**src/rtl/noc_pkg.sv**
```systemverilog
// rtl/noc_pkg.sv - shared NoC flit layout and endpoint types
package noc_pkg;

  localparam int COORD_W = 2;
  localparam int DATA_W  = 32;
  localparam int FLIT_W  = 40;

  typedef struct packed {
    logic [COORD_W-1:0] dst_x;
    logic [COORD_W-1:0] dst_y;
    logic [COORD_W-1:0] src_x;
    logic [COORD_W-1:0] src_y;
    logic [DATA_W-1:0]  data;
  } flit_t;

  typedef enum logic {
    TX_IDLE,
    TX_SEND
  } tx_state_t;

  function automatic logic [15:0] sat_inc(input logic [15:0] v);
    return (v == 16'hFFFF) ? v : v + 16'd1;
  endfunction

endpackage

```
**src/rtl/noc_ep_fifo.sv**
```systemverilog
// rtl/noc_ep_fifo.sv - synchronous FIFO holding received flits for the core
module noc_ep_fifo #(
  parameter int  DEPTH = 4,
  parameter type T     = logic [7:0]
) (
  input  logic                     clk,
  input  logic                     rst_n,
  input  logic                     push,
  input  logic                     pop,
  input  T                         wdata,
  output T                         rdata,
  output logic                     full,
  output logic                     empty,
  output logic [$clog2(DEPTH):0]   count
);

  localparam int AW = $clog2(DEPTH);
  localparam int CW = AW + 1;

  T               mem [DEPTH];
  logic [AW-1:0]  wr_ptr;
  logic [AW-1:0]  rd_ptr;
  logic           do_push;
  logic           do_pop;

  assign full    = (count == CW'(DEPTH));
  assign empty   = (count == '0);
  assign do_push = push && !full;
  assign do_pop  = pop && !empty;
  assign rdata   = mem[rd_ptr];

  always_ff @(posedge clk) begin
    if (do_push) mem[wr_ptr] <= wdata;
  end

  // DEPTH is a power of two, so plain pointer overflow is the modulo wrap
  always_ff @(posedge clk) begin
    if (!rst_n) begin
      wr_ptr <= '0;
      rd_ptr <= '0;
      count  <= '0;
    end else begin
      if (do_push) wr_ptr <= wr_ptr + AW'(1);
      if (do_pop)  rd_ptr <= rd_ptr + AW'(1);
      case ({do_push, do_pop})
        2'b10:   count <= count + CW'(1);
        2'b01:   count <= count - CW'(1);
        default: count <= count;
      endcase
    end
  end

endmodule

```
**src/rtl/noc_endpoint.sv**
```systemverilog
// rtl/noc_endpoint.sv - mesh NoC local-port endpoint; NOC_EP_STATS_EN adds traffic counters
module noc_endpoint
  import noc_pkg::*;
#(
  parameter int XCOORD = 0,
  parameter int YCOORD = 0,
  parameter int DEPTH  = 4
) (
  input  logic                clk,
  input  logic                rst_n,
  input  logic                req_valid,
  output logic                req_ready,
  input  logic [COORD_W-1:0]  req_dst_x,
  input  logic [COORD_W-1:0]  req_dst_y,
  input  logic [DATA_W-1:0]   req_data,
  output logic                net_out_valid,
  input  logic                net_out_ready,
  output logic [FLIT_W-1:0]   net_out_flit,
  input  logic                net_in_valid,
  output logic                net_in_ready,
  input  logic [FLIT_W-1:0]   net_in_flit,
  output logic                rsp_valid,
  input  logic                rsp_ready,
  output logic [COORD_W-1:0]  rsp_src_x,
  output logic [COORD_W-1:0]  rsp_src_y,
  output logic [DATA_W-1:0]   rsp_data,
  output logic                misroute
`ifdef NOC_EP_STATS_EN
  ,
  output logic [15:0]         tx_count,
  output logic [15:0]         rx_count,
  output logic [15:0]         drop_count
`endif
);

  localparam int CW = $clog2(DEPTH) + 1;

  tx_state_t state, state_nx;
  flit_t     tx_flit, tx_flit_nx;
  flit_t     req_flit;

  assign req_flit = '{dst_x: req_dst_x, dst_y: req_dst_y,
                      src_x: COORD_W'(XCOORD), src_y: COORD_W'(YCOORD),
                      data:  req_data};

  always_ff @(posedge clk) begin
    if (!rst_n) begin
      state   <= TX_IDLE;
      tx_flit <= '0;
    end else begin
      state   <= state_nx;
      tx_flit <= tx_flit_nx;
    end
  end

  // In SEND a new request is only taken alongside the router's accept
  always_comb begin
    state_nx      = state;
    tx_flit_nx    = tx_flit;
    req_ready     = 1'b1;
    net_out_valid = 1'b0;
    case (state)
      TX_IDLE: begin
        if (req_valid) begin
          tx_flit_nx = req_flit;
          state_nx   = TX_SEND;
        end
      end
      TX_SEND: begin
        net_out_valid = 1'b1;
        req_ready     = net_out_ready;
        if (net_out_ready) begin
          if (req_valid) tx_flit_nx = req_flit;
          else           state_nx   = TX_IDLE;
        end
      end
      default: state_nx = TX_IDLE;
    endcase
  end

  assign net_out_flit = tx_flit;

  flit_t           rx_flit, head;
  logic            dst_match, rx_xfer, fifo_push, fifo_pop;
  logic            fifo_full, fifo_empty;
  logic [CW-1:0]   fifo_count;

  assign rx_flit      = flit_t'(net_in_flit);
  assign net_in_ready = (fifo_count != CW'(DEPTH));
  assign rx_xfer      = net_in_valid && net_in_ready;
  assign dst_match    = (rx_flit.dst_x == COORD_W'(XCOORD)) &&
                        (rx_flit.dst_y == COORD_W'(YCOORD));
  assign fifo_push    = rx_xfer && dst_match && !fifo_full;
  assign misroute     = rx_xfer && !dst_match;
  assign fifo_pop     = rsp_valid && rsp_ready;

  noc_ep_fifo #(.DEPTH(DEPTH), .T(flit_t)) u_rx_fifo (
    .clk   (clk),
    .rst_n (rst_n),
    .push  (fifo_push),
    .pop   (fifo_pop),
    .wdata (rx_flit),
    .rdata (head),
    .full  (fifo_full),
    .empty (fifo_empty),
    .count (fifo_count)
  );

  assign rsp_valid = !fifo_empty;
  assign rsp_src_x = head.src_x;
  assign rsp_src_y = head.src_y;
  assign rsp_data  = head.data;

`ifdef NOC_EP_STATS_EN
  always_ff @(posedge clk) begin
    if (!rst_n) begin
      tx_count   <= '0;
      rx_count   <= '0;
      drop_count <= '0;
    end else begin
      if (net_out_valid && net_out_ready) tx_count   <= sat_inc(tx_count);
      if (fifo_push)                      rx_count   <= sat_inc(rx_count);
      if (misroute)                       drop_count <= sat_inc(drop_count);
    end
  end
`endif

endmodule

```
**config.mk**
```make
export PLATFORM = sky130hd
export DESIGN_NAME = noc_endpoint
export DESIGN_NICKNAME = d
export VERILOG_FILES = /design/src/rtl/noc_pkg.sv /design/src/rtl/noc_ep_fifo.sv /design/src/rtl/noc_endpoint.sv
export SDC_FILE = /design/constraint.sdc
export NUM_CORES = 1
export LEC_CHECK = 0
export CORE_MARGIN = 2
export CORE_UTILIZATION = 40
export CTS_BUF_LIST = sky130_fd_sc_hd__clkbuf_8
export DETAILED_ROUTE_END_ITERATION = 7
export GPL_TIMING_DRIVEN = 0
export PLACE_DENSITY = 0.7
export SLEW_MARGIN = 20
export SYNTH_ARGS = -nofsm -noshare
export SYNTH_HDL_FRONTEND = slang
export SYNTH_SLANG_ARGS = --single-unit
```
**constraint.sdc**
```tcl
create_clock -name clk -period 2.67 [get_ports clk]
set_input_delay 0.4005 -clock clk [delete_from_list [all_inputs] [get_ports clk]]
set_output_delay 0.4005 -clock clk [all_outputs]
set_load 0.03 [all_outputs]
```
Word level (Yosys, flattened, before mapping)
Memory sizes are Yosys's and may differ from the RTL's. A register that Yosys moved wholly into a read port is not among the register bits. Index checks and enable logic that the tools add are counted.

Bits in registers: 48. Bits in latches: 0. Bits in writable memories: 160. ROM bits: 0. Input port bits: 82. Output and inout port bits: 81. Word-level logic and storage cells: 48. Memories: 1.

Memories: u_rx_fifo.mem (words 4, width 40, read ports 1, clocked after memory_dff 1, write ports 1, RTL line noc_ep_fifo.sv:20) `T mem [DEPTH];`.

Add/subtract/negate cells: 4. $mul: 0. Div/mod/pow operators: 0. Order comparisons: 0. Equality and inequality tests: 5. Shift-type cells: 0. Muxes and demuxes: 13. Bitwise logic cells: 1. Reductions and logical operators: 15.

Operator list (count): 2-to-1 mux 40 bit (2); one-hot mux 40 bit (2 select lines) (1); logical AND 1 bit (8); 2-to-1 mux 1 bit (6); one-hot mux 3 bit (2 select lines) (1); adder 2 x 1 -> 2 bit, second input constant (2); zero test 2 bit (2); 2-to-1 mux 2 bit (2); adder 3 x 1 -> 3 bit, second input constant (1); equality test 3 bit, second input constant (1); zero test 1 bit (3); zero test 3 bit (1); inequality test 3 bit, second input constant (1); subtractor 3 x 1 -> 3 bit, second input constant (1); equality test 2 x 1 -> 1 bit, second input constant (1); equality test 2 bit, second input constant (1); inequality test 2 bit, second input constant (1); one-hot mux 1 bit (2 select lines) (1); nonzero test 2 bit (1); NOT 1 bit (1).

Longest topological paths before layout
Gate-level depths: netlist of run 1.

Depth in word-level cells: 7. Depth in mapped cells: 10. Depth with buffers taken out: 9.

Modules after synthesis
From an unflattened synthesis of run 1, not the netlist that was laid out.

Cells, all modules: 436. Area total of the unflattened synthesis: 7903.8 µm².

Modules (own cells, without submodules): noc_ep_fifo (instances 1, cells an instance 263, area an instance 6311.1 µm², seq. area each 4984.8 µm²); noc_endpoint (instances 1, cells an instance 173, area an instance 1592.8 µm², seq. area each 740.7 µm²).

Worst setup path after synthesis of run 1
No wires, ideal clock.

Path kind: reg2reg. Start point: register u_rx_fifo.count[2]. End point: register u_rx_fifo.count[2]. Setup time: 0.070 ns. Arrival: 2.406 ns. Data required time: 2.600 ns. Path slack: 0.193 ns. Stages on the path, launching flop included: 11. Clock period less this slack: 2.477 ns. Path through: dfxtp_1 > or3b_4 > and3_1 > buf_6 > inv_1 > ha_1 > inv_1 > fa_1 > xor2_1 > or3_2 > a21oi_1.

Cells in the longest elaborated chain, start to end: 7. Elaborated cells on any way between the ends: 17. Classes of those cells: 2 x add/sub; 4 x eq/ne; 1 x mux; 10 x reduce/logical.

RTL lines: start: declaration (RTL line noc_ep_fifo.sv:14) `output logic [$clog2(DEPTH):0] count`; start signal: assignment (RTL line noc_ep_fifo.sv:46) `2'b10: count <= count + CW'(1);`; start signal: assignment (RTL line noc_ep_fifo.sv:47) `2'b01: count <= count - CW'(1);`; start signal: assignment (RTL line noc_ep_fifo.sv:48) `default: count <= count;`; inequality test 3 bit (*) (RTL line noc_endpoint.sv:89) `assign net_in_ready = (fifo_count != CW'(DEPTH));`; via net_in_ready (RTL line noc_endpoint.sv:20) `output logic net_in_ready,`; logical AND 1 bit (*) (RTL line noc_endpoint.sv:90) `assign rx_xfer = net_in_valid && net_in_ready;`; logical AND 1 bit (*) (2 in series) (RTL line noc_endpoint.sv:93) `assign fifo_push = rx_xfer && dst_match && !fifo_full;`; logical AND 1 bit (*) (RTL line noc_ep_fifo.sv:28) `assign do_push = push && !full;`; equality test 2 x 1 -> 1 bit or equality test 2 bit (tied branches) (RTL line noc_ep_fifo.sv:45) `case ({do_push, do_pop})`; one-hot mux 3 bit (2 select lines) or nonzero test 2 bit (tied branches).

Mark *: on every way through the listed nets, which the timed path passes. The rest lies on a longest branch. A chain may end at the register's enable or synchronous reset.

Final worst setup path of run 1
Start point: register u_rx_fifo.count[0]. End point: register u_rx_fifo.count[2].

Cells in the longest elaborated chain, start to end: 7. Elaborated cells on any way between the ends: 17. Classes of those cells: 2 x add/sub; 4 x eq/ne; 1 x mux; 10 x reduce/logical.

RTL lines (RTL line): inequality test 3 bit (noc_endpoint.sv:89); logical AND 1 bit (noc_endpoint.sv:90); logical AND 1 bit (2 in series) (noc_endpoint.sv:93); logical AND 1 bit (noc_ep_fifo.sv:28); equality test 2 x 1 -> 1 bit or equality test 2 bit (tied branches) (noc_ep_fifo.sv:45); one-hot mux 3 bit (2 select lines) or nonzero test 2 bit (tied branches).

Several ways; a longest one is shown, not always the timed one.

==> impl_metrics.sql, run 1 <==
INSERT INTO impl_metrics (metric_group, metric, value, unit) VALUES
('floorplan', 'rows', '48', ''),
('critical_path', 'cp_max_fo', '7', ''),
('sta', 'hold_slack', '0.307', 'ns'),
('routing', 'drt-initial-drc-count', '168', ''),
('synthesis', 'ys_types', '31', ''),
('cells_and_area', 'layout.cells.most_common', 'sky130_fd_sc_hd__edfxtp_1', ''),
('placement', 'port_buffers', '157', ''),
('critical_path', 'worst-setup-path-type', 'reg -> reg', ''),
('sta', 'final-hold-violation-count', '0', ''),
('synthesis', 'ys.flop_type', 'sky130_fd_sc_hd__edfxtp_1', ''),
('sta', 'fin_skew', '0.0109', 'ns'),
('routing', 'post-route-drc-count', '0', ''),
('routing', 'drt_pre_antenna_iters', '4', ''),
('placement', 'dp.final_hpwl', '10.1', 'mm'),
('synthesis', 'seq_area_frac_synth', '74.0', '%'),
('critical_path', 'setup.worst_path.start_class', 'flop', ''),
('sta', 'fin_crit_sh', '94.7', '%'),
('grt', 'grt_first_pass_wirelength', '23.0', 'mm'),
('clock_tree', 'clock_tree.htree_level_count', '4', ''),
('clock_tree', 'cts_tree', 'built', ''),
('critical_path', 'timing.critical_path.from', 'u_rx_fifo.count[0]$_SDFFE_PN0P_', ''),
('pwr', 'worst_ir_drop_vdd', '0.000309', 'V'),
('clock_tree', 'number_of_clock_buffers_inserted_by_tritoncts', '17', ''),
('worst_hold_path', 'hold_path_startpoint', 'req_valid', ''),
('grt', 'grt_max_degree', '37', ''),
('clock_tree', 'postCtsSetupRepairBufs', '0', ''),
('sta', 'timing.final.max_slew_violations', '0', ''),
('pwr', 'cell_pwr_density', '616', 'mW/mm2'),
('grt', 'grt_antenna_before_repair', '1', ''),
('floorplan', 'initial_utilization', '41.0', '%'),
('pwr', 'total_leakage_power', '3.10', 'nW'),
('floorplan', 'chipWidth', '137', 'um'),
('synthesis', 'synth-async-reset-ratio', '0', '%'),
('placement', 'gp_congestion', '0.887', ''),
('placement', 'dp_cells', '802', ''),
('critical_path', 'r2r_startpoint', 'u_rx_fifo.count[0]$_SDFFE_PN0P_', ''),
('cells_and_area', 'areaGrowthSynthToFinish', '32.5', '%'),
('synthesis', 'synth_area_per_cell', '17.0', 'um2'),
('clock_tree', 'clk-insertion-delay-late', '0.45', 'ns'),
('clock_tree', 'post_cts_hold_buffer_count', '0', ''),
('synthesis', 'number_of_synthesized_register_bits', '190', ''),
('routing', 'avgViaCountPerCell', '5.02', ''),
('cells_and_area', 'layout.nets', '684', ''),
('job', 'max_cap_viol_count', '0', ''),
('routing', 'postRouteAntennaNets', '0', ''),
('clock_tree', 'cts_buffer_depth', '2', ''),
('worst_hold_path', 'worstHoldPathType', 'in -> reg', ''),
('routing', 'dr_total_vias', '4175', ''),
('routing', 'postRouteWirelength', '14.8', 'mm'),
('synthesis', 'syn_area', '0.00709', 'mm2'),
('clock_tree', 'cts.sink_count', '190', ''),
('grt', 'grt_util_all_layers', '16.6', '%'),
('floorplan', 'top_level_ports', '163', ''),
('cells_and_area', 'layout_common_cells', 'sky130_fd_sc_hd__edfxtp_1, sky130_fd_sc_hd__clkdlybuf4s50_1, sky130_fd_sc_hd__dfxtp_1', ''),
('synthesis', 'synth_enable_flop_cells', '144', ''),
('synthesis', 'synth_warnings', '0', ''),
('clock_tree', 'cts.reportedPaths.clkPinSlew', '0.09', 'ns'),
('floorplan', 'placeableCoreArea', '0.0173', 'mm2'),
('floorplan', 'dieArea', '0.0188', 'mm2'),
('routing', 'route.detailed.wl_per_inst', '17.8', 'um'),
('critical_path', 'worstPathRequired', '3.04', 'ns'),
('sta', 'finalCriticalPeriod', '2.53', 'ns'),
('cells_and_area', 'finalNonFillerCells', '832', ''),
('critical_path', 'cp.arrival', '2.90', 'ns'),
('grt', 'grt_remaining_overflow', '0', ''),
('sta', 'max_freq', '0.395', 'GHz'),
('sta', 'worst-slew-pin-transition', '1.03', 'ns'),
('outcome', 'result_of_the_run', 'complete, no violations', ''),
('sta', 'setup-tns-final', '0', 'ns'),
('sta', 'finalSetupViolCount', '0', ''),
('clock_tree', 'cts.root.buffer_cell', 'sky130_fd_sc_hd__clkbuf_8', ''),
('grt', 'first_global_vias', '4469', ''),
('synthesis', 'netlist_instances', '416', ''),
('critical_path', 'setup.worst_path.end_class', 'flop', ''),
('cells_and_area', 'layout-drive-gt1-share', '15.3', '%'),
('cells_and_area', 'diodes', '0', ''),
('sta', 'slew_headroom', '31.6', '%'),
('floorplan', 'die_h', '137', 'um');
-- per-stage QoR --
| step | area [um2] | utilization, % | setup WS (ns) | total power, mW |
|---|---|---|---|---|
| global placement | 8960 | 51.8 | -0.776 | 3.85 |
| detailed placement | 8980 | 51.9 | -0.0861 | 3.87 |
| global route | 9390 | 54.3 | -0.00727 | 6.01 |
| finish | 9390 | 54.3 | 0.141 | 5.79 |
| floorplan | 7100 | - | 0.193 | 3.57 |
| CTS | 9390 | 54.3 | 0.0826 | 5.86 |
-- report_power, final --
part           leakage (nW)  switching, mW  internal, mW  total, mW
Combinational          1.22          0.289         0.266      0.555
Clock                 0.215          0.978          1.02       2.00
Sequential             1.67         0.0214          3.21       3.23
-- state kept, by name, indices dropped and copies added (netlist names), named ones only --
| name | count |
|---|---|
| u_rx_fifo.mem | 144 |
| state | 1 |
| net_out_flit | 36 |
| u_rx_fifo.rd_ptr | 2 |
| u_rx_fifo.wr_ptr | 2 |
| u_rx_fifo.count | 3 |
-- final timing paths --
kind / slack, ns / depth (start not counted) / endpoint
worst max-delay path: 0.14 / 10 / u_rx_fifo.count[2]$_SDFFE_PN0P_
worst max register to register: 0.14 / 10 / u_rx_fifo.count[2]$_SDFFE_PN0P_
worst min-delay path: 0.31 / 3 / net_out_flit[2]$_SDFFE_PN0P_
worst min register to register: 0.48 / 2 / net_out_flit[29]$_SDFFE_PN0P_
-- repair_timing --
item	in CTS	in global routing
setup endpoints to repair	32	1
pin swaps	0	0
resized for setup	38	3
-- cell type report --
type | count | area [um2]
plain buffers | 32 | 180
clock buffers | 17 | 234
clock inverters | 13 | 191
fillers | 1410 | 7900
inverters | 9 | 33.8
multi-input cells | 188 | 1660
flip-flops and latches | 190 | 5250
well taps | 225 | 282
repair buffers | 158 | 1560
-- per-layer routing --
metal | part of all wire, % | routed length [um] | global-route usage, % | vias to the layer above
li1 | - | - | - | 1969
met1 | 39 | 5750 | 18.0 | 2027
met2 | 51 | 7480 | 29.1 | 160
met3 | 9.5 | 1400 | 7.33 | 17
met4 | 1.1 | 165 | 4.87 | 2
met5 | 0.054 | 8 | 0 | -
-- cells in the mapped netlist (2+ instances only) --
cell / instances / share of area [%]
sky130_fd_sc_hd__ha_1: 5 / 0.88
sky130_fd_sc_hd__o21ai_0: 37 / 2.6
sky130_fd_sc_hd__mux2i_1: 2 / 0.28
sky130_fd_sc_hd__or3_2: 2 / 0.21
sky130_fd_sc_hd__and2_2: 3 / 0.32
sky130_fd_sc_hd__buf_4: 7 / 0.74
sky130_fd_sc_hd__buf_1: 6 / 0.32
sky130_fd_sc_hd__xor2_1: 3 / 0.37
sky130_fd_sc_hd__nor2_1: 7 / 0.37
sky130_fd_sc_hd__nand3_1: 36 / 2.5
sky130_fd_sc_hd__a21oi_1: 39 / 2.8
sky130_fd_sc_hd__nand2_1: 5 / 0.26
sky130_fd_sc_hd__buf_2: 6 / 0.42
sky130_fd_sc_hd__edfxtp_1: 144 / 61
sky130_fd_sc_hd__mux4_2: 36 / 11
sky130_fd_sc_hd__inv_1: 8 / 0.42
sky130_fd_sc_hd__dfxtp_1: 46 / 13
sky130_fd_sc_hd__clkbuf_1: 11 / 0.58
-- worst max-delay path, stage by stage, from the launching register on --
cell	delay (ns)
sky130_fd_sc_hd__dfxtp_2	0.36
sky130_fd_sc_hd__or3b_4	0.42
sky130_fd_sc_hd__and3_1	0.18
sky130_fd_sc_hd__buf_6	0.13
sky130_fd_sc_hd__inv_1	0.05
sky130_fd_sc_hd__ha_1	0.18
sky130_fd_sc_hd__inv_1	0.07
sky130_fd_sc_hd__fa_1	0.38
sky130_fd_sc_hd__xor2_1	0.16
sky130_fd_sc_hd__or3_2	0.41
sky130_fd_sc_hd__a21oi_1	0.14
-- logic make-up after synthesis --
| family | count (synthesis) | share of synthesized area (%) |
|---|---|---|
| XOR/XNOR | 4 | 0.494 |
| multiplexers | 38 | 11.7 |
| flip-flops | 190 | 74.0 |
| AO/OA/AOI/OAI | 78 | 5.63 |
| buffers and inverters | 41 | 2.77 |
| adder cells (fa/ha/maj) | 6 | 1.16 |
| AND/OR/NAND/NOR | 58 | 4.22 |
| other | 1 | 0.0529 |
Note: power is estimated with default switching activity, not from simulation.
==> run 2, diff against run 1 <==
--- a/config.mk
+++ b/config.mk
@@ -5,12 +5,14 @@
 export SDC_FILE = /design/constraint.sdc
 export NUM_CORES = 1
 export LEC_CHECK = 0
+export ABC_CLOCK_PERIOD_IN_PS = 2670
 export CORE_MARGIN = 2
 export CORE_UTILIZATION = 40
 export CTS_BUF_LIST = sky130_fd_sc_hd__clkbuf_8
 export DETAILED_ROUTE_END_ITERATION = 7
 export GPL_TIMING_DRIVEN = 0
 export PLACE_DENSITY = 0.7
+export REMOVE_ABC_BUFFERS = 1
 export SLEW_MARGIN = 20
 export SYNTH_ARGS = -nofsm -noshare
 export SYNTH_HDL_FRONTEND = slang
==> impl_metrics.sql, run 2 (synthesized netlist as in run 1, its figures left out) <==
INSERT INTO impl_metrics (metric_group, metric, value, unit) VALUES
('sta', 'max_freq', '0.397', 'GHz'),
('grt', 'grt_util_all_layers', '16.3', '%'),
('sta', 'fin_crit_sh', '94.4', '%'),
('pwr', 'total_leakage_power', '3.05', 'nW'),
('clock_tree', 'cts.sink_count', '190', ''),
('placement', 'gp_congestion', '0.821', ''),
('pwr', 'design_power_total', '5.54', 'mW'),
('grt', 'grt_antenna_before_repair', '0', ''),
('routing', 'postRouteAntennaNets', '0', ''),
('floorplan', 'top_level_ports', '163', ''),
('job', 'max_cap_viol_count', '0', ''),
('cells_and_area', 'layout_common_cells', 'sky130_fd_sc_hd__edfxtp_1, sky130_fd_sc_hd__clkdlybuf4s50_1, sky130_fd_sc_hd__dfxtp_1', ''),
('sta', 'slew_headroom', '30.0', '%'),
('cells_and_area', 'max_flop_register', 'u_rx_fifo.mem', ''),
('sta', 'fin_skew', '0.0192', 'ns'),
('routing', 'route.detailed.wl_per_inst', '18.4', 'um'),
('cells_and_area', 'areaGrowthSynthToFinish', '31.4', '%'),
('grt', 'grt_remaining_overflow', '0', ''),
('clock_tree', 'cts_buffer_depth', '2', ''),
('critical_path', 'cp_max_fo', '9', ''),
('routing', 'avgViaCountPerCell', '5.11', ''),
('sta', 'timing.final.max_slew_violations', '0', ''),
('grt', 'first_global_vias', '4334', ''),
('pwr', 'worst_ir_drop_vdd', '0.000282', 'V'),
('routing', 'postRouteWirelength', '15.0', 'mm'),
('sta', 'finalCriticalPeriod', '2.52', 'ns'),
('floorplan', 'initial_utilization', '41.0', '%'),
('clock_tree', 'cts_tree', 'built', ''),
('clock_tree', 'cts.root.buffer_cell', 'sky130_fd_sc_hd__clkbuf_8', ''),
('placement', 'dp.final_hpwl', '9.47', 'mm'),
('floorplan', 'rows', '48', ''),
('cells_and_area', 'layout.nets', '665', ''),
('routing', 'post-route-drc-count', '0', ''),
('critical_path', 'setup.worst_path.end_class', 'primary output', ''),
('sta', 'setup-tns-final', '0', 'ns'),
('cells_and_area', 'layout-drive-gt1-share', '15.3', '%'),
('routing', 'drt-initial-drc-count', '141', ''),
('pwr', 'cell_pwr_density', '595', 'mW/mm2'),
('placement', 'port_buffers', '158', ''),
('outcome', 'result_of_the_run', 'complete, no violations', ''),
('grt', 'grt_max_degree', '44', ''),
('sta', 'finalWorstSetupSlack', '0.149', 'ns'),
('clock_tree', 'clk-insertion-delay-late', '0.46', 'ns'),
('clock_tree', 'post_cts_hold_buffer_count', '0', ''),
('sta', 'worst-slew-pin-transition', '1.05', 'ns'),
('floorplan', 'dieArea', '0.0188', 'mm2'),
('critical_path', 'cp.arrival', '2.12', 'ns'),
('cells_and_area', 'largest_register_ffs', '144', ''),
('floorplan', 'placeableCoreArea', '0.0173', 'mm2'),
('critical_path', 'setup.worst_path.start_class', 'flop', ''),
('critical_path', 'worst-setup-path-type', 'reg -> out', ''),
('clock_tree', 'number_of_clock_buffers_inserted_by_tritoncts', '17', ''),
('critical_path', 'worstPathRequired', '2.27', 'ns'),
('sta', 'finalSetupViolCount', '0', ''),
('cells_and_area', 'diodes', '0', ''),
('floorplan', 'die_h', '137', 'um'),
('clock_tree', 'clock_tree.htree_level_count', '4', ''),
('worst_hold_path', 'worstHoldPathType', 'reg -> reg', ''),
('clock_tree', 'cts.reportedPaths.clkPinSlew', '0.09', 'ns'),
('routing', 'dr_total_vias', '4156', ''),
('grt', 'grt_first_pass_wirelength', '22.6', 'mm'),
('routing', 'drt_pre_antenna_iters', '4', ''),
('floorplan', 'chipWidth', '137', 'um'),
('sta', 'final-hold-violation-count', '0', ''),
('cells_and_area', 'layout.cells.most_common', 'sky130_fd_sc_hd__edfxtp_1', ''),
('placement', 'dp_cells', '774', ''),
('cells_and_area', 'finalNonFillerCells', '814', ''),
('placement', 'place_worst_setup_slack', '-0.538', 'ns'),
('sta', 'grt_setup_unrepaired', 'false', '');
-- run 2: cell types whose count changed in the layout (fill, tap and decap cells not counted), moves of 2 or more --
cell	change
sky130_fd_sc_hd__clkbuf_1	-11
sky130_fd_sc_hd__clkinv_1	+2
sky130_fd_sc_hd__clkinv_2	+2
sky130_fd_sc_hd__buf_6	-3
sky130_fd_sc_hd__buf_2	-7
sky130_fd_sc_hd__buf_4	+2
sky130_fd_sc_hd__bufinv_16	-2
sky130_fd_sc_hd__buf_1	-3
-- run 2: worst paths after layout --
path,cells past startpoint,slack (ns),end,startpoint
max,2,0.15,rsp_data[5],flop
min,2,0.48,net_out_flit[0]$_SDFFE_PN0P_,net_out_flit[0]$_SDFFE_PN0P_
max reg2reg,9,0.15,u_rx_fifo.count[2]$_SDFFE_PN0P_,u_rx_fifo.count[0]$_SDFFE_PN0P_
min reg2reg,2,0.48,net_out_flit[0]$_SDFFE_PN0P_,net_out_flit[0]$_SDFFE_PN0P_
-- run 2: metal layers --
metal / vias up / share of wire (%) / wire length [um] / global-route usage, %
met3: 17 / 9.8 / 1470 / 7.15
met2: 174 / 49 / 7390 / 26.7
li1: 1926 / - / - / -
met1: 2039 / 39 / 5900 / 18.8
met5: - / 0 / 0 / 0
met4: 0 / 1.7 / 259 / 6.59
-- run 2: what timing repair did --
item | in CTS | in global routing
resized for setup | 33 | 3
pin swaps | 0 | 0
endpoints found under the setup margin | 34 | 4
buffers inserted | 0 | 7
gates cloned | 1 | 1
-- run 2: area by class of cell --
| type | instances | area [um2] |
|---|---|---|
| clock buffers | 17 | 234 |
| multi-input cells | 188 | 1680 |
| clock inverters | 14 | 129 |
| flip-flops and latches | 190 | 5250 |
| fillers | 1412 | 7980 |
| inverters | 9 | 37.5 |
| well taps | 225 | 282 |
| repair inverters | 1 | 5.00 |
| repair buffers | 170 | 1700 |
-- run 2: power by group --
part | total (mW) | switching [mW] | internal, mW
clock | 1.75 | 0.941 | 0.813
combinational | 0.552 | 0.285 | 0.266
sequential | 3.24 | 0.0262 | 3.21
-- run 2: critical path: stages, from the launching register on --
cell                              delay (ns)
sky130_fd_sc_hd__dfxtp_4                0.50
sky130_fd_sc_hd__mux4_2                 0.53
sky130_fd_sc_hd__clkdlybuf4s50_1        0.64
-- run 2: stage by stage --
step / util (%) / area [um2] / hold WS [ns]
4_1_cts: 53.4 / 9240 / 0.470
3_3_place_gp: 50.9 / 8800 / 0.460
3_5_place_dp: 51.4 / 8890 / 0.468
6_report: 53.9 / 9320 / 0.483
5_1_grt: 53.9 / 9320 / 0.481
2_1_floorplan: - / 6940 / 0.468
==> run 3, diff against run 2 <==
--- a/config.mk
+++ b/config.mk
@@ -10,8 +10,9 @@
 export CORE_UTILIZATION = 40
 export CTS_BUF_LIST = sky130_fd_sc_hd__clkbuf_8
 export DETAILED_ROUTE_END_ITERATION = 7
+export DONT_BUFFER_PORTS = 1
 export GPL_TIMING_DRIVEN = 0
-export PLACE_DENSITY = 0.7
+export PLACE_DENSITY = 0.58
 export REMOVE_ABC_BUFFERS = 1
 export SLEW_MARGIN = 20
 export SYNTH_ARGS = -nofsm -noshare
==> impl_metrics.sql, run 3 (synthesized netlist as in run 1, its figures left out) <==
INSERT INTO impl_metrics (metric_group, metric, value, unit) VALUES
('outcome', 'result_of_the_run', 'complete, no violations', ''),
('floorplan', 'top_level_ports', '163', ''),
('cells_and_area', 'layout.cells.most_common', 'sky130_fd_sc_hd__edfxtp_1', ''),
('cells_and_area', 'largest_register_ffs', '144', ''),
('floorplan', 'rows', '48', ''),
('critical_path', 'cp_max_fo', '7', ''),
('clock_tree', 'cts.sink_count', '190', ''),
('clock_tree', 'number_of_clock_buffers_inserted_by_tritoncts', '17', ''),
('critical_path', 'setup.worst_path.start_class', 'flop', ''),
('critical_path', 'cp.arrival', '2.90', 'ns'),
('sta', 'finalCriticalPeriod', '2.53', 'ns'),
('clock_tree', 'cts_tree', 'built', ''),
('clock_tree', 'clock_tree.htree_level_count', '4', ''),
('critical_path', 'cpLargestDelayFamily', 'simple AND/OR/NAND/NOR gates', ''),
('sta', 'worst-slew-pin-transition', '1.03', 'ns'),
('floorplan', 'chipWidth', '137', 'um'),
('critical_path', 'setup.worst_path.end_class', 'flop', ''),
('job', 'max_cap_viol_count', '0', ''),
('sta', 'slew_headroom', '31.4', '%'),
('placement', 'port_buffers', '0', ''),
('critical_path', 'buf_inv_stages_crit_path', '2', ''),
('sta', 'max_freq', '0.395', 'GHz'),
('clock_tree', 'cts_buffer_depth', '2', ''),
('critical_path', 'cp_common_cell', 'sky130_fd_sc_hd__inv_1', ''),
('placement', 'dp.final_hpwl', '8.59', 'mm'),
('sta', 'finalSetupViolCount', '0', ''),
('sta', 'final-hold-violation-count', '0', ''),
('routing', 'post-route-drc-count', '0', ''),
('sta', 'grt_setup_unrepaired', 'false', ''),
('routing', 'drt_pre_antenna_iters', '7', ''),
('grt', 'grt_max_degree', '44', ''),
('cells_and_area', 'layout_common_cells', 'sky130_fd_sc_hd__edfxtp_1, sky130_fd_sc_hd__dfxtp_1, sky130_fd_sc_hd__a21oi_1', ''),
('floorplan', 'dieArea', '0.0188', 'mm2'),
('grt', 'grt_first_pass_wirelength', '21.0', 'mm'),
('routing', 'route.detailed.wl_per_inst', '20.3', 'um'),
('routing', 'drt-initial-drc-count', '283', ''),
('cells_and_area', 'multi_input_area', '0.00167', 'mm2'),
('floorplan', 'die_h', '137', 'um'),
('critical_path', 'critical_path_s_largest_stage_delay', '0.47', 'ns'),
('routing', 'postRouteAntennaNets', '0', ''),
('cells_and_area', 'layout.nets', '520', ''),
('routing', 'postRouteWirelength', '13.6', 'mm'),
('grt', 'first_global_vias', '3780', ''),
('sta', 'timing.final.max_slew_violations', '0', ''),
('cells_and_area', 'fillCellCount', '1519', ''),
('cells_and_area', 'areaGrowthSynthToFinish', '12.2', '%'),
('cells_and_area', 'max_flop_register', 'u_rx_fifo.mem', ''),
('clock_tree', 'cts.reportedPaths.clkPinSlew', '0.09', 'ns'),
('cells_and_area', 'layout.area.seq', '0.00525', 'mm2'),
('pwr', 'design_power_total', '5.52', 'mW'),
('sta', 'fin_crit_sh', '94.7', '%'),
('floorplan', 'initial_utilization', '41.0', '%'),
('sta', 'setup-tns-final', '0', 'ns'),
('critical_path', 'critPathSlowestCell', 'sky130_fd_sc_hd__or3b_4', ''),
('cells_and_area', 'layout-drive-gt1-share', '19.8', '%'),
('cells_and_area', 'diodes', '0', ''),
('routing', 'dr_total_vias', '3642', ''),
('critical_path', 'worst-setup-path-type', 'reg -> reg', ''),
('routing', 'avgViaCountPerCell', '5.44', ''),
('worst_hold_path', 'worstHoldPathType', 'in -> reg', ''),
('clock_tree', 'clk-insertion-delay-late', '0.44', 'ns'),
('grt', 'grt_remaining_overflow', '0', ''),
('cells_and_area', 'final_core_utilization', '46.0', '%'),
('critical_path', 'cp_cell_sequence', 'or3b_4 > and3_4 > inv_1 > ha_1 > inv_1 > fa_1 > xor2_1 > or3_2 > a21oi_1', ''),
('grt', 'grt_antenna_before_repair', '0', ''),
('grt', 'grt_util_all_layers', '15.2', '%'),
('pwr', 'total_leakage_power', '2.46', 'nW'),
('clock_tree', 'cts.root.buffer_cell', 'sky130_fd_sc_hd__clkbuf_8', ''),
('placement', 'gp_congestion', '0.760', ''),
('pwr', 'cell_pwr_density', '694', 'mW/mm2'),
('critical_path', 'worstPathRequired', '3.04', 'ns'),
('pwr', 'worst_ir_drop_vdd', '0.000327', 'V'),
('floorplan', 'placeableCoreArea', '0.0173', 'mm2'),
('sta', 'fin_skew', '0.00791', 'ns');
run 3: cell types whose count changed in the layout (fill, tap and decap cells not counted), moves of 3 or more:
| cell | before | now |
|---|---|---|
| sky130_fd_sc_hd__clkdlybuf4s50_1 | 127 | 0 |
| sky130_fd_sc_hd__dlygate4sd2_1 | 30 | 0 |
| sky130_fd_sc_hd__dlygate4sd3_1 | 0 | 22 |
| sky130_fd_sc_hd__buf_4 | 7 | 0 |
| sky130_fd_sc_hd__dfxtp_2 | 1 | 4 |
| sky130_fd_sc_hd__inv_1 | 10 | 7 |
run 3: final timing paths:
kind	slack (ns)	depth (start not counted)	start	end
max	0.14	9	u_rx_fifo.count[2]$_SDFFE_PN0P_	u_rx_fifo.count[2]$_SDFFE_PN0P_
max reg2reg	0.14	9	u_rx_fifo.count[2]$_SDFFE_PN0P_	u_rx_fifo.count[2]$_SDFFE_PN0P_
min	0.05	0	net_in_flit[20]	u_rx_fifo.mem[2][20]$_DFFE_PP_
min reg2reg	0.51	2	u_rx_fifo.wr_ptr[1]$_SDFFE_PN0P_	u_rx_fifo.wr_ptr[1]$_SDFFE_PN0P_
run 3: metrics by stage:
stage / hold WS [ns] / cells / setup WS [ns] / instance area, um2
6_report: 0.0484 / 670 / 0.141 / 7950
5_1_grt: 0.000123 / 670 / 0.0157 / 7950
4_1_cts: 0.000390 / 649 / 0.0170 / 7740
3_5_place_dp: 0.500 / 616 / 0.00401 / 7310
3_3_place_gp: 0.478 / 612 / -1.16 / 7220
2_1_floorplan: 0.468 / 387 / -0.119 / 6940
run 3: timing repair:
action | 4_1_cts | 5_1_grt
endpoints found under the hold margin | 1 | 68
hold buffers | 1 | 21
resized for setup | 2 | 3
pin swaps | 0 | 1
setup buffers | 0 | 0
setup endpoints to repair | 1 | 1
run 3: cell type report:
cell class | instances | area share, %
clock buffers | 17 | 2.94
clock inverters | 15 | 2.33
inverters | 9 | 0.425
multi-input cells | 188 | 21.0
flip-flops and latches | 190 | 66.1
well taps | 225 | 3.54
repair buffers | 26 | 3.71
run 3: where the power goes:
part	switching, mW	internal [mW]
Combinational	0.158	0.0991
Sequential	0.0979	3.21
Clock	1.01	0.943
run 3: metal layers:
metal  vias up  share of wire (%)  global-route usage, %  wire length [um]
met1      1830                 38                   17.2              5200
li1       1633                  -                      -                 -
met3        11                 11                   7.78              1510
met4         0                1.0                   4.81               143
met5         -                  0                      0                 0
met2       168                 50                   24.9              6770
